==> config.mk <==
export PLATFORM = sky130hd
export DESIGN_NAME = regmux_arb
export DESIGN_NICKNAME = d
export VERILOG_FILES = /design/src/rtl/regmux_arb_pkg.sv /design/src/rtl/regmux_arb_rr_arbiter.sv /design/src/rtl/regmux_arb.sv
export SDC_FILE = /design/constraint.sdc
export NUM_CORES = 1
export LEC_CHECK = 0
export CAP_MARGIN = 10
export CORE_MARGIN = 1.5
export CORE_UTILIZATION = 34
export CTS_CLUSTER_DIAMETER = 30
export DETAILED_ROUTE_END_ITERATION = 8
export PLACE_DENSITY = 0.87
export REMOVE_ABC_BUFFERS = 1
export SLEW_MARGIN = 20
export SYNTH_ARGS = -nofsm -noshare
export SYNTH_HDL_FRONTEND = slang
export SYNTH_HIERARCHICAL = 1
export SYNTH_SLANG_ARGS = --single-unit
export TNS_END_PERCENT = 30
==> constraint.sdc <==
create_clock -name clock -period 1.6 [get_ports clock]
set_input_delay 0.32 -clock clock [delete_from_list [all_inputs] [get_ports clock]]
set_output_delay 0.32 -clock clock [all_outputs]
set_load 0.05 [all_outputs]
==> src/rtl/regmux_arb_pkg.sv <==
`default_nettype none
// ============================================================================
// Module   : regmux_arb_pkg
// Brief    : Shared mode encodings and select-width helper for regmux_arb.
// Revision : 1.0  initial release
// ============================================================================
package regmux_arb_pkg;

    localparam logic MODE_FIXED = 1'b0;
    localparam logic MODE_RR    = 1'b1;

    // Select width needed to index n channels; a single bit is kept even for n<=2.
    function automatic int sel_width(input int n);
        if (n <= 2) begin
            return 1;
        end
        return $clog2(n);
    endfunction

endpackage : regmux_arb_pkg
`default_nettype wire

==> src/rtl/regmux_arb_rr_arbiter.sv <==
`default_nettype none
// ============================================================================
// Module   : rr_arbiter
// Brief    : Combinational round-robin search: first set req bit after ptr.
// Revision : 1.0  initial release
// ============================================================================
module rr_arbiter
    import regmux_arb_pkg::*;
#(
    parameter int NCH  = 2,
    parameter int SELW = 1
) (
    input  logic [NCH-1:0]  req,
    input  logic [SELW-1:0] ptr,
    output logic            found,
    output logic [SELW-1:0] idx
);

    // Scan from the farthest offset down so the nearest requester after ptr wins.
    always_comb begin
        found = 1'b0;
        idx   = '0;
        for (int k = NCH; k >= 1; k--) begin
            if (req[(int'(ptr) + k) % NCH]) begin
                found = 1'b1;
                idx   = SELW'((int'(ptr) + k) % NCH);
            end
        end
    end

endmodule : rr_arbiter
`default_nettype wire

==> src/rtl/regmux_arb.sv <==
`default_nettype none
// ============================================================================
// Module   : regmux_arb
// Brief    : Registered N-channel selector, fixed-select or round-robin,
//            with a one-entry valid/ready output register.
// Revision : 1.0  initial release
// ============================================================================
module regmux_arb
    import regmux_arb_pkg::*;
#(
    parameter int WIDTH = 16,
    parameter int NCH   = 2,
    parameter int SELW  = 1
) (
    input  logic                   clock,
    input  logic                   reset,
    input  logic [NCH*WIDTH-1:0]   in_data,
    input  logic [NCH-1:0]         in_valid,
    output logic [NCH-1:0]         in_ready,
    input  logic                   mode,
    input  logic [SELW-1:0]        sel,
    output logic [WIDTH-1:0]       out_data,
    output logic                   out_valid,
    input  logic                   out_ready,
    output logic [SELW-1:0]        grant
);

    localparam int PADN = 2 ** SELW;

    if (SELW != sel_width(NCH)) begin : g_selw_bad
        $error("regmux_arb: SELW=%0d must equal %0d for NCH=%0d",
               SELW, sel_width(NCH), NCH);
    end

    logic [WIDTH-1:0] out_data_q;
    logic             out_valid_q;
    logic [SELW-1:0]  grant_q;
    logic [SELW-1:0]  rr_ptr_q;

    logic             w_can_take;
    logic             w_rr_found;
    logic [SELW-1:0]  w_rr_idx;
    logic             w_fix_ok;
    logic [SELW-1:0]  w_cand;
    logic             w_cand_ok;
    logic [PADN-1:0]  w_valid_pad;
    logic             w_take;
    logic [WIDTH-1:0] w_word;

    rr_arbiter #(
        .NCH  (NCH),
        .SELW (SELW)
    ) u_rr_arbiter (
        .req   (in_valid),
        .ptr   (rr_ptr_q),
        .found (w_rr_found),
        .idx   (w_rr_idx)
    );

    assign w_can_take  = !out_valid_q || out_ready;
    assign w_fix_ok    = (32'(sel) < 32'(NCH));
    assign w_cand      = (mode == MODE_RR) ? w_rr_idx   : sel;
    assign w_cand_ok   = (mode == MODE_RR) ? w_rr_found : w_fix_ok;
    // Padding lets an out-of-range fixed select index safely; w_cand_ok masks it.
    assign w_valid_pad = PADN'(in_valid);
    assign w_take      = w_can_take && w_cand_ok && w_valid_pad[w_cand] && !reset;

    always_comb begin
        w_word = '0;
        for (int i = 0; i < NCH; i++) begin
            if (w_cand == SELW'(i)) begin
                w_word = in_data[i*WIDTH +: WIDTH];
            end
        end
    end

    always_comb begin
        in_ready = '0;
        for (int i = 0; i < NCH; i++) begin
            if (w_take && (w_cand == SELW'(i))) begin
                in_ready[i] = 1'b1;
            end
        end
    end

    always_ff @(posedge clock) begin
        if (reset) begin
            out_data_q  <= '0;
            out_valid_q <= 1'b0;
            grant_q     <= '0;
            rr_ptr_q    <= SELW'(NCH - 1);
        end else if (w_take) begin
            out_data_q  <= w_word;
            out_valid_q <= 1'b1;
            grant_q     <= w_cand;
            if (mode == MODE_RR) begin
                rr_ptr_q <= w_cand;
            end
        end else if (out_ready) begin
            out_valid_q <= 1'b0;
        end
    end

    assign out_data  = out_data_q;
    assign out_valid = out_valid_q;
    assign grant     = grant_q;

endmodule : regmux_arb
`default_nettype wire

==> results of run 1 <==
[worst min-delay path: cells and delay by family]
kind / cells / cell delay [ns]
buf+inv: 2 / 0.18
simple gates: 1 / 0.13
compound gates: 1 / 0.07
[cell usage after synthesis]
| cell type | n | area share [%] |
|---|---|---|
| a21boi_1 | 1 | 0.73 |
| buf_6 | 1 | 1.1 |
| o31a_1 | 1 | 0.85 |
| dfxtp_1 | 19 | 37 |
| nand2_1 | 1 | 0.36 |
| a311o_1 | 1 | 0.97 |
| a31oi_1 | 16 | 9.7 |
| a211oi_1 | 1 | 0.73 |
| o221a_1 | 16 | 18 |
| clkbuf_1 | 5 | 1.8 |
| nor2_1 | 1 | 0.36 |
| o211ai_2 | 1 | 1.2 |
| inv_1 | 19 | 6.9 |
| mux2_4 | 1 | 1.5 |
| or2_1 | 2 | 1.2 |
| mux2i_2 | 1 | 1.3 |
| nor2_4 | 1 | 1.1 |
| nor3b_1 | 16 | 12 |
| nand2b_1 | 1 | 0.61 |
| inv_2 | 1 | 0.36 |
| nor3_1 | 1 | 0.49 |
| buf_2 | 4 | 1.9 |
| o21ai_0 | 1 | 0.49 |
[registers in the layout, indices dropped and copies added, names as in the netlist]
| signal | count |
|---|---|
| grant | 1 |
| out_valid | 1 |
| rr_ptr_q | 1 |
| out_data | 16 |
[power groups by stage]
stage,sequential [uW],clock (uW),combinational (uW)
3_5_place_dp,548,0,524
5_1_grt,547,267,621
4_1_cts,541,242,578
3_3_place_gp,548,0,511
6_report,542,240,591
2_1_floorplan,681,0,148
[routing by layer]
metal  part of all wire [%]  global-route usage (%)  vias to the layer above
met2                     51                    38.6                       45
met4                   0.81                    6.31                        0
li1                       -                       -                      565
met1                     42                    25.6                      537
met3                    5.7                    5.36                        4
met5                      0                       0                        -
[layout make-up]
cell class / instances / area share, %
inverters: 20 / 4.03
well taps: 31 / 2.08
clock buffers: 4 / 1.41
flip-flops and latches: 19 / 20.5
multi-input cells: 63 / 32.9
repair buffers: 78 / 39.0
[worst paths after layout]
check,startpoint,end,cells after the start
hold reg to reg,grant,grant,2
hold / removal,out_ready,out_valid,4
setup / recovery,rr_ptr_q,in_ready[1],6
setup reg to reg,rr_ptr_q,out_data[7],7
[placed cells by master (no fill, tap or decap)]
| master | count |
|---|---|
| a211oi_2 | 1 |
| clkdlybuf4s15_2 | 1 |
| nand2_2 | 1 |
| inv_1 | 19 |
| dlygate4sd2_1 | 2 |
| o21ai_0 | 1 |
| clkdlybuf4s15_1 | 1 |
| inv_2 | 1 |
| o221a_1 | 16 |
| o31a_1 | 1 |
| mux2i_4 | 1 |
| or2_1 | 2 |
| clkbuf_4 | 3 |
| nand2b_4 | 1 |
| mux2_4 | 1 |
| dlymetal6s2s_1 | 1 |
| a21boi_2 | 1 |
| a311o_1 | 1 |
| clkbuf_1 | 1 |
| dfxtp_2 | 1 |
| buf_4 | 34 |
| a31oi_1 | 16 |
| buf_12 | 1 |
| clkbuf_16 | 1 |
| buf_6 | 4 |
| nor3b_1 | 8 |
| nor3b_2 | 8 |
| o211ai_4 | 1 |
| nor2_2 | 1 |
| dfxtp_1 | 18 |
| clkdlybuf4s50_1 | 33 |
| nor3_4 | 1 |
| nor2_4 | 1 |
[stage by stage]
stage	power, uW	hold slack, ns
finish	1370	0.457
global route	1430	0.463
CTS	1360	0.475
detailed placement	1070	0.453
global placement	1060	0.447
floorplan	828	0.393
[timing repair]
action                                  CTS  global route
endpoints found under the setup margin   21            20
cloned                                    1             0
resized for setup                        27             5
buffers inserted                          5             2
pin swaps                                 7             6
[logic make-up after synthesis]
family | count (synthesis) | synth area share (%)
AOI/OAI and AO/OA | 38 | 32.2
buffers and inverters | 30 | 12.2
DFF | 19 | 37.0
muxes | 2 | 2.80
and+or+nand+nor | 23 | 15.8
==> qor.txt, run 1 <==
status: finished with violations
failing checks: negative setup slack
endpoints failing setup: 20
Seq/Total Area, Yosys: 37.0%
cts hold-fix bufs: 0
Core ar.: 2810 um2
critical-path cell list: a21boi_2, mux2_4, buf_6, nand2_2, nor2_2, buf_6
# clock sinks: 19
Final Hold Fails: 0
Switch Pwr: 487 uW
Power Dens Cells: 737 nW/um2
largest stage delay on the critical path: 0.35 ns
Iteration-0 DRC Markers: 40
Layout area overhead: 81.0%
average cell area after synthesis: 9.18 um2
antenna cell count: 0
Post-DP Area: 1650 um2
vias per cell: 5.35
Critical Path AT: 1.42 ns
first drt pass iteration count: 6
Fill cells: 213
mapped cell area: 1030 um2
FF+latch count, synth: 19
Lkg Pwr: 0.000801 uW
Initial Util: 36.7%
final worst slack: -0.145 ns
insertion delay to the later sink of the worst-skew pair: 0.29 ns
slack of the worst reg-to-reg path: -0.13 ns
global-route wire length before repair: 5580 um
Final ANT Viol Nets: 0
most used cell along the critical path: buf_6
Clock Tree Buf Depth: 2
Worst Path Required: 1.28 ns
GRT overflow: 0
Worst Setup End Kind: output port
Max Fclk: 573 MHz
GRT Total Usage: 21.7%
sequential share of power: 39.5%
Setup TNS: -2.12 ns
cell family contributing the most delay on the critical path: flip-flops
CP max FO: 4
number of global-route vias before repair: 1221
Logic pwr share: 43.1%
I/O pin count: 59
routed vias: 1151
root buffer cell: clkbuf_4
YS warnings: 6
IO Port Bufs: 58
CTS tree: done
dpl hpwl: 2370 um
Slew Limit Fails: 0
Max Cap Viol: 0
Internal Power: 885 uW
worst hold path class: input port to flip-flop
share of cells above drive strength 1: 34.8%
Chip Width: 58 um
nets@finish: 224
DR WL/cell: 16.1 um
Multi-input gate area: 613 um2
number of buffers created by CTS: 3
Vert. Die Dim: 58 um
Post-Place Cells: 203
Tightest Pin Transition: 0.226 ns
Final Cell Area: 1860 um2
maximum VDD drop: 0.000458 V
largest net degree at the start of global routing: 17
WL final: 3470 um
Buf/Inv on CP: 2
DRC violations left: 0
WS Path Type: flip-flop to output port
post-route insts no fill: 215
CP Launch Type: flip-flop
initial antenna violation count: 0
Sw Ratio: 35.5%
Post-Place Worst Slack: -0.590 ns
Syn Inst Count: 112
Clk pwr share: 17.5%
Register Area: 382 um2
setup repair after global routing missed its margin: yes
final period utilization: 109%
num rows: 19
relative slew slack: 84.6%
fin util: 66.4%
Final min period: 1.74 ns
Placer Congestion: 0.812
Fin Clk Skew: 0.00386 ns
H-tree levels: 1
CP max stage cell: dfxtp_2
Die ar.: 3360 um2
Clock transition at path regs: 0.11 ns
post-synth cell types: 23
Note: power is estimated with default switching activity, not from simulation.
==> inputs of run 2 (changes only) <==
--- a/config.mk
+++ b/config.mk
@@ -5,16 +5,15 @@
 export SDC_FILE = /design/constraint.sdc
 export NUM_CORES = 1
 export LEC_CHECK = 0
-export CAP_MARGIN = 10
 export CORE_MARGIN = 1.5
 export CORE_UTILIZATION = 34
 export CTS_CLUSTER_DIAMETER = 30
 export DETAILED_ROUTE_END_ITERATION = 8
-export PLACE_DENSITY = 0.87
+export PLACE_DENSITY = 0.74
 export REMOVE_ABC_BUFFERS = 1
 export SLEW_MARGIN = 20
 export SYNTH_ARGS = -nofsm -noshare
 export SYNTH_HDL_FRONTEND = slang
 export SYNTH_HIERARCHICAL = 1
 export SYNTH_SLANG_ARGS = --single-unit
-export TNS_END_PERCENT = 30
+export TNS_END_PERCENT = 20
==> run 2 against run 1 <==
  * The flow still finishes with violations (negative setup slack)
  * Core utilization rose by 2.5 points
  * Maximum frequency fell by 2.1%
  * Clock skew fell by 0.0031 ns
  * Setup slack got worse by 0.038 ns
  * First-iteration DRC count fell by 45%
  * Highest routed layer unchanged
  * Largest power group unchanged
==> qor.txt, run 2 (same netlist as run 1, synthesis figures left out) <==
maximum VDD drop: 0.000510 V
slack of the worst reg-to-reg path: -0.12 ns
Die ar.: 3360 um2
Multi-input gate area: 611 um2
IO Port Bufs: 58
setup repair after global routing missed its margin: yes
CP endpoint: in_ready[1]
global-route wire length before repair: 5980 um
Register Area: 382 um2
RR Startpoint: rr_ptr_q
largest net degree at the start of global routing: 17
Clock transition at path regs: 0.11 ns
routed vias: 1205
Chip Width: 58 um
Tightest Pin Transition: 0.280 ns
Worst Hold Depth: 3
number of global-route vias before repair: 1305
I/O pin count: 59
Clock Tree Buf Depth: 2
Final Cell Area: 1930 um2
CP Launch Point: rr_ptr_q
DR WL/cell: 16.5 um
share of cells above drive strength 1: 36.6%
WL final: 3670 um
CP max FO: 4
cts hold-fix bufs: 0
Worst Path Required: 1.28 ns
Final min period: 1.78 ns
# clock sinks: 19
Iteration-0 DRC Markers: 22
Placer Congestion: 0.854
reg2reg end: out_data[5]
Post-Place Cells: 205
status: finished with violations
post-route insts no fill: 222
relative slew slack: 81.2%
CTS tree: done
insertion delay to the later sink of the worst-skew pair: 0.30 ns
Vert. Die Dim: 58 um
dpl hpwl: 2330 um
vias per cell: 5.43
Max Cap Viol: 0
Critical Path AT: 1.46 ns
GRT Total Usage: 23.3%
failing checks: negative setup slack
nets@finish: 231
root buffer cell: clkbuf_4
Lkg Pwr: 0.000856 uW
antenna cell count: 0
GRT overflow: 0
CP Launch Type: flip-flop
max reg flops: 16
Layout area overhead: 87.8%
Final Hold Fails: 0
final period utilization: 111%
Max Fclk: 561 MHz
number of buffers created by CTS: 3
DRC violations left: 0
initial antenna violation count: 0
fin util: 68.9%
Fill cells: 209
Initial Util: 36.7%
commonest non-fill, non-tap cell in the layout: buf_4
most frequent cells in the layout: buf_4 (38), clkdlybuf4s50_1 (32), inv_1 (19), dfxtp_1 (18)
H-tree levels: 1
Final ANT Viol Nets: 0
Slew Limit Fails: 0
Power Dens Cells: 728 nW/um2
first drt pass iteration count: 6
worst hold path class: input port to flip-flop
Fin Clk Skew: 0.000758 ns
Core ar.: 2810 um2
Post-DP Area: 1670 um2
Hold Worst Slack: 0.337 ns
num rows: 19
WS Path Type: flip-flop to output port
final worst slack: -0.183 ns
Worst Setup End Kind: output port
reg2reg path depth: 7
endpoints failing setup: 20
-- run 2: worst min-delay path by stage --
stage,start,to
2_1_floorplan,reset,grant
3_3_place_gp,grant,grant
3_5_place_dp,grant,grant
4_1_cts,grant,grant
5_1_grt,reset,grant
6_report,reset,grant
-- run 2: report_power, final --
group | switching [uW] | internal (uW) | leakage [uW] | total [uW]
clock | 153 | 93.1 | 0.0000177 | 247
sequential | 27.1 | 514 | 0.000156 | 542
combinational | 325 | 293 | 0.000683 | 618
total | 505 | 900 | 0.000856 | 1410
-- run 2: layout make-up --
class	count	share of cell area [%]
clock buffer	3	1.17
clock inverter	1	0.259
inverter	20	3.89
multi-input combinational	63	31.6
sequential	19	19.8
tap	31	2.01
timing repair buffer	85	41.3
-- run 2: through the flow --
stage | power, uW | setup WS (ns) | TNS, ns
4_1_cts | 1390 | -0.154 | -0.590
3_3_place_gp | 1070 | -0.541 | -10.52
5_1_grt | 1470 | -0.222 | -2.46
2_1_floorplan | 828 | -0.876 | -3.26
3_5_place_dp | 1080 | -0.585 | -11.74
6_report | 1410 | -0.183 | -1.89
-- run 2: routing by layer --
layer / vias to the layer above / part of all wire [%] / global-route usage (%)
met5: - / 0 / 0
met4: 0 / 1.2 / 6.31
met3: 6 / 6.0 / 6.47
met2: 42 / 52 / 41.6
met1: 580 / 41 / 27.4
li1: 577 / - / -
-- run 2: critical path, stage by stage, from the launching register on --
cell      delay (ns)
dfxtp_2         0.35
a21boi_2        0.17
mux2_4          0.22
buf_12          0.12
nand2_4         0.05
nor2_4          0.09
buf_8           0.15
-- run 2: timing repair --
action / 4_1_cts / 5_1_grt
endpoints found under the setup margin: 21 / 20
gates cloned: 1 / 0
resized for setup: 25 / 11
setup buffers: 11 / 1
pin swaps: 4 / 3
==> inputs of run 3 (changes only) <==
--- a/config.mk
+++ b/config.mk
@@ -16,4 +16,4 @@
 export SYNTH_HDL_FRONTEND = slang
 export SYNTH_HIERARCHICAL = 1
 export SYNTH_SLANG_ARGS = --single-unit
-export TNS_END_PERCENT = 20
+export TNS_END_PERCENT = 100
==> run 3 against run 2 <==
  * The run still ends with negative setup slack left
  * Die area unchanged
  * Clock power barely moved
  * Flip-flop and latch count stayed put
  * Non-clock buffer count shrank 1
  * Setup slack better by 0.0071 ns
  * Wire length is 1.8% lower
  * Core utilization decreased by 0.76 points
  * Critical path type unchanged
==> qor.txt, run 3 (same netlist as run 1, synthesis figures left out) <==
status: finished with violations
Power Dens Cells: 731 nW/um2
largest net degree at the start of global routing: 17
share of cells above drive strength 1: 35.3%
Vert. Die Dim: 58 um
Lkg Pwr: 0.000845 uW
WL met1: 1420 um
final period utilization: 111%
CP Launch Point: rr_ptr_q
number of buffers created by CTS: 3
setup repair after global routing missed its margin: yes
reg2reg path depth: 7
WS Path Type: flip-flop to output port
uppermost layer routed: met4
IO Port Bufs: 58
Post-DP Area: 1670 um2
Final Hold Fails: 0
Die ar.: 3360 um2
root buffer cell: clkbuf_4
first drt pass iteration count: 6
H-tree levels: 1
Initial Util: 36.7%
WL final: 3610 um
Slew Limit Fails: 0
WL met3: 263 um
commonest non-fill, non-tap cell in the layout: buf_4
Final Cell Area: 1910 um2
final worst slack: -0.175 ns
Chip Width: 58 um
Tot Pwr: 1400 uW
slack of the worst reg-to-reg path: -0.14 ns
dpl hpwl: 2330 um
GRT overflow: 0
endpoints failing setup: 19
Placer Congestion: 0.854
Core ar.: 2810 um2
Max Cap Viol: 0
CP Launch Type: flip-flop
global-route wire length before repair: 6020 um
RR Startpoint: rr_ptr_q
initial antenna violation count: 0
number of global-route vias before repair: 1309
most frequent cells in the layout: buf_4 (40), clkdlybuf4s50_1 (32), inv_1 (19), dfxtp_1 (18)
Tightest Pin Transition: 0.279 ns
Critical Path AT: 1.46 ns
antenna cell count: 0
Iteration-0 DRC Markers: 31
routed vias: 1216
Max Fclk: 563 MHz
met2 WL: 1870 um
maximum VDD drop: 0.000477 V
DR WL/cell: 16.3 um
insertion delay to the later sink of the worst-skew pair: 0.29 ns
num rows: 19
CP max FO: 4
Clock transition at path regs: 0.11 ns
nets@finish: 230
fin util: 68.1%
Post-Place Worst Slack: -0.585 ns
cts hold-fix bufs: 0
worst hold path class: input port to flip-flop
hold_sp: reset
I/O pin count: 59
DRC violations left: 0
Layout area overhead: 85.8%
Final ANT Viol Nets: 0
Fin Clk Skew: 0.00337 ns
Clock Tree Buf Depth: 2
max reg flops: 16
failing checks: negative setup slack
GRT Total Usage: 23.4%
Worst Hold Depth: 3
Final min period: 1.78 ns
relative slew slack: 81.3%
Worst Path Required: 1.28 ns
Worst Setup End Kind: output port
# clock sinks: 19
CTS tree: done
vias per cell: 5.50
run 3: what timing repair did:
item | 4_1_cts | 5_1_grt
setup endpoints to repair | 21 | 20
hold endpoints to repair | 0 | 0
gates cloned | 1 | 0
buffers inserted | 12 | 0
resized for setup | 22 | 9
pin swaps | 5 | 9
run 3: path summary, 6_finish.rpt:
| path | endpoint |
|---|---|
| setup / recovery | in_ready[1] |
| hold / removal | grant |
| setup reg to reg | out_data[14] |
| hold reg to reg | grant |
run 3: metal layers:
metal / up-vias / track usage (%)
li1: 575 / -
met1: 579 / 27.7
met2: 56 / 41.2
met3: 6 / 5.13
met4: 0 / 8.97
met5: - / 0
run 3: through the flow:
step	setup TNS [ns]	hold slack, ns	instances
floorplan	-3.26	0.393	102
global placement	-10.52	0.448	205
finish	-2.22	0.354	221
global route	-3.33	0.348	221
detailed placement	-11.74	0.442	205
CTS	-0.813	0.466	221
run 3: layout make-up:
cell class / count / area, um2
tap: 31 / 38.8
multi-input combinational: 63 / 601
timing repair buffer: 84 / 787
clock inverter: 1 / 5.00
clock buffer: 3 / 22.5
inverter: 20 / 75.1
sequential: 19 / 382
fill: 209 / 895
run 3: report_power, final:
| group | switching, uW | internal, uW |
|---|---|---|
| Clock | 152 | 93.0 |
| Sequential | 27.2 | 514 |
| Combinational | 322 | 288 |
| Total | 501 | 896 |
run 3: critical path: stages, from the launching register on:
cell and delay [ns]:
dfxtp_2 0.35, a21boi_2 0.16, mux2_4 0.22, buf_12 0.13, nand2_4 0.05, nor2_4 0.10, buf_8 0.15
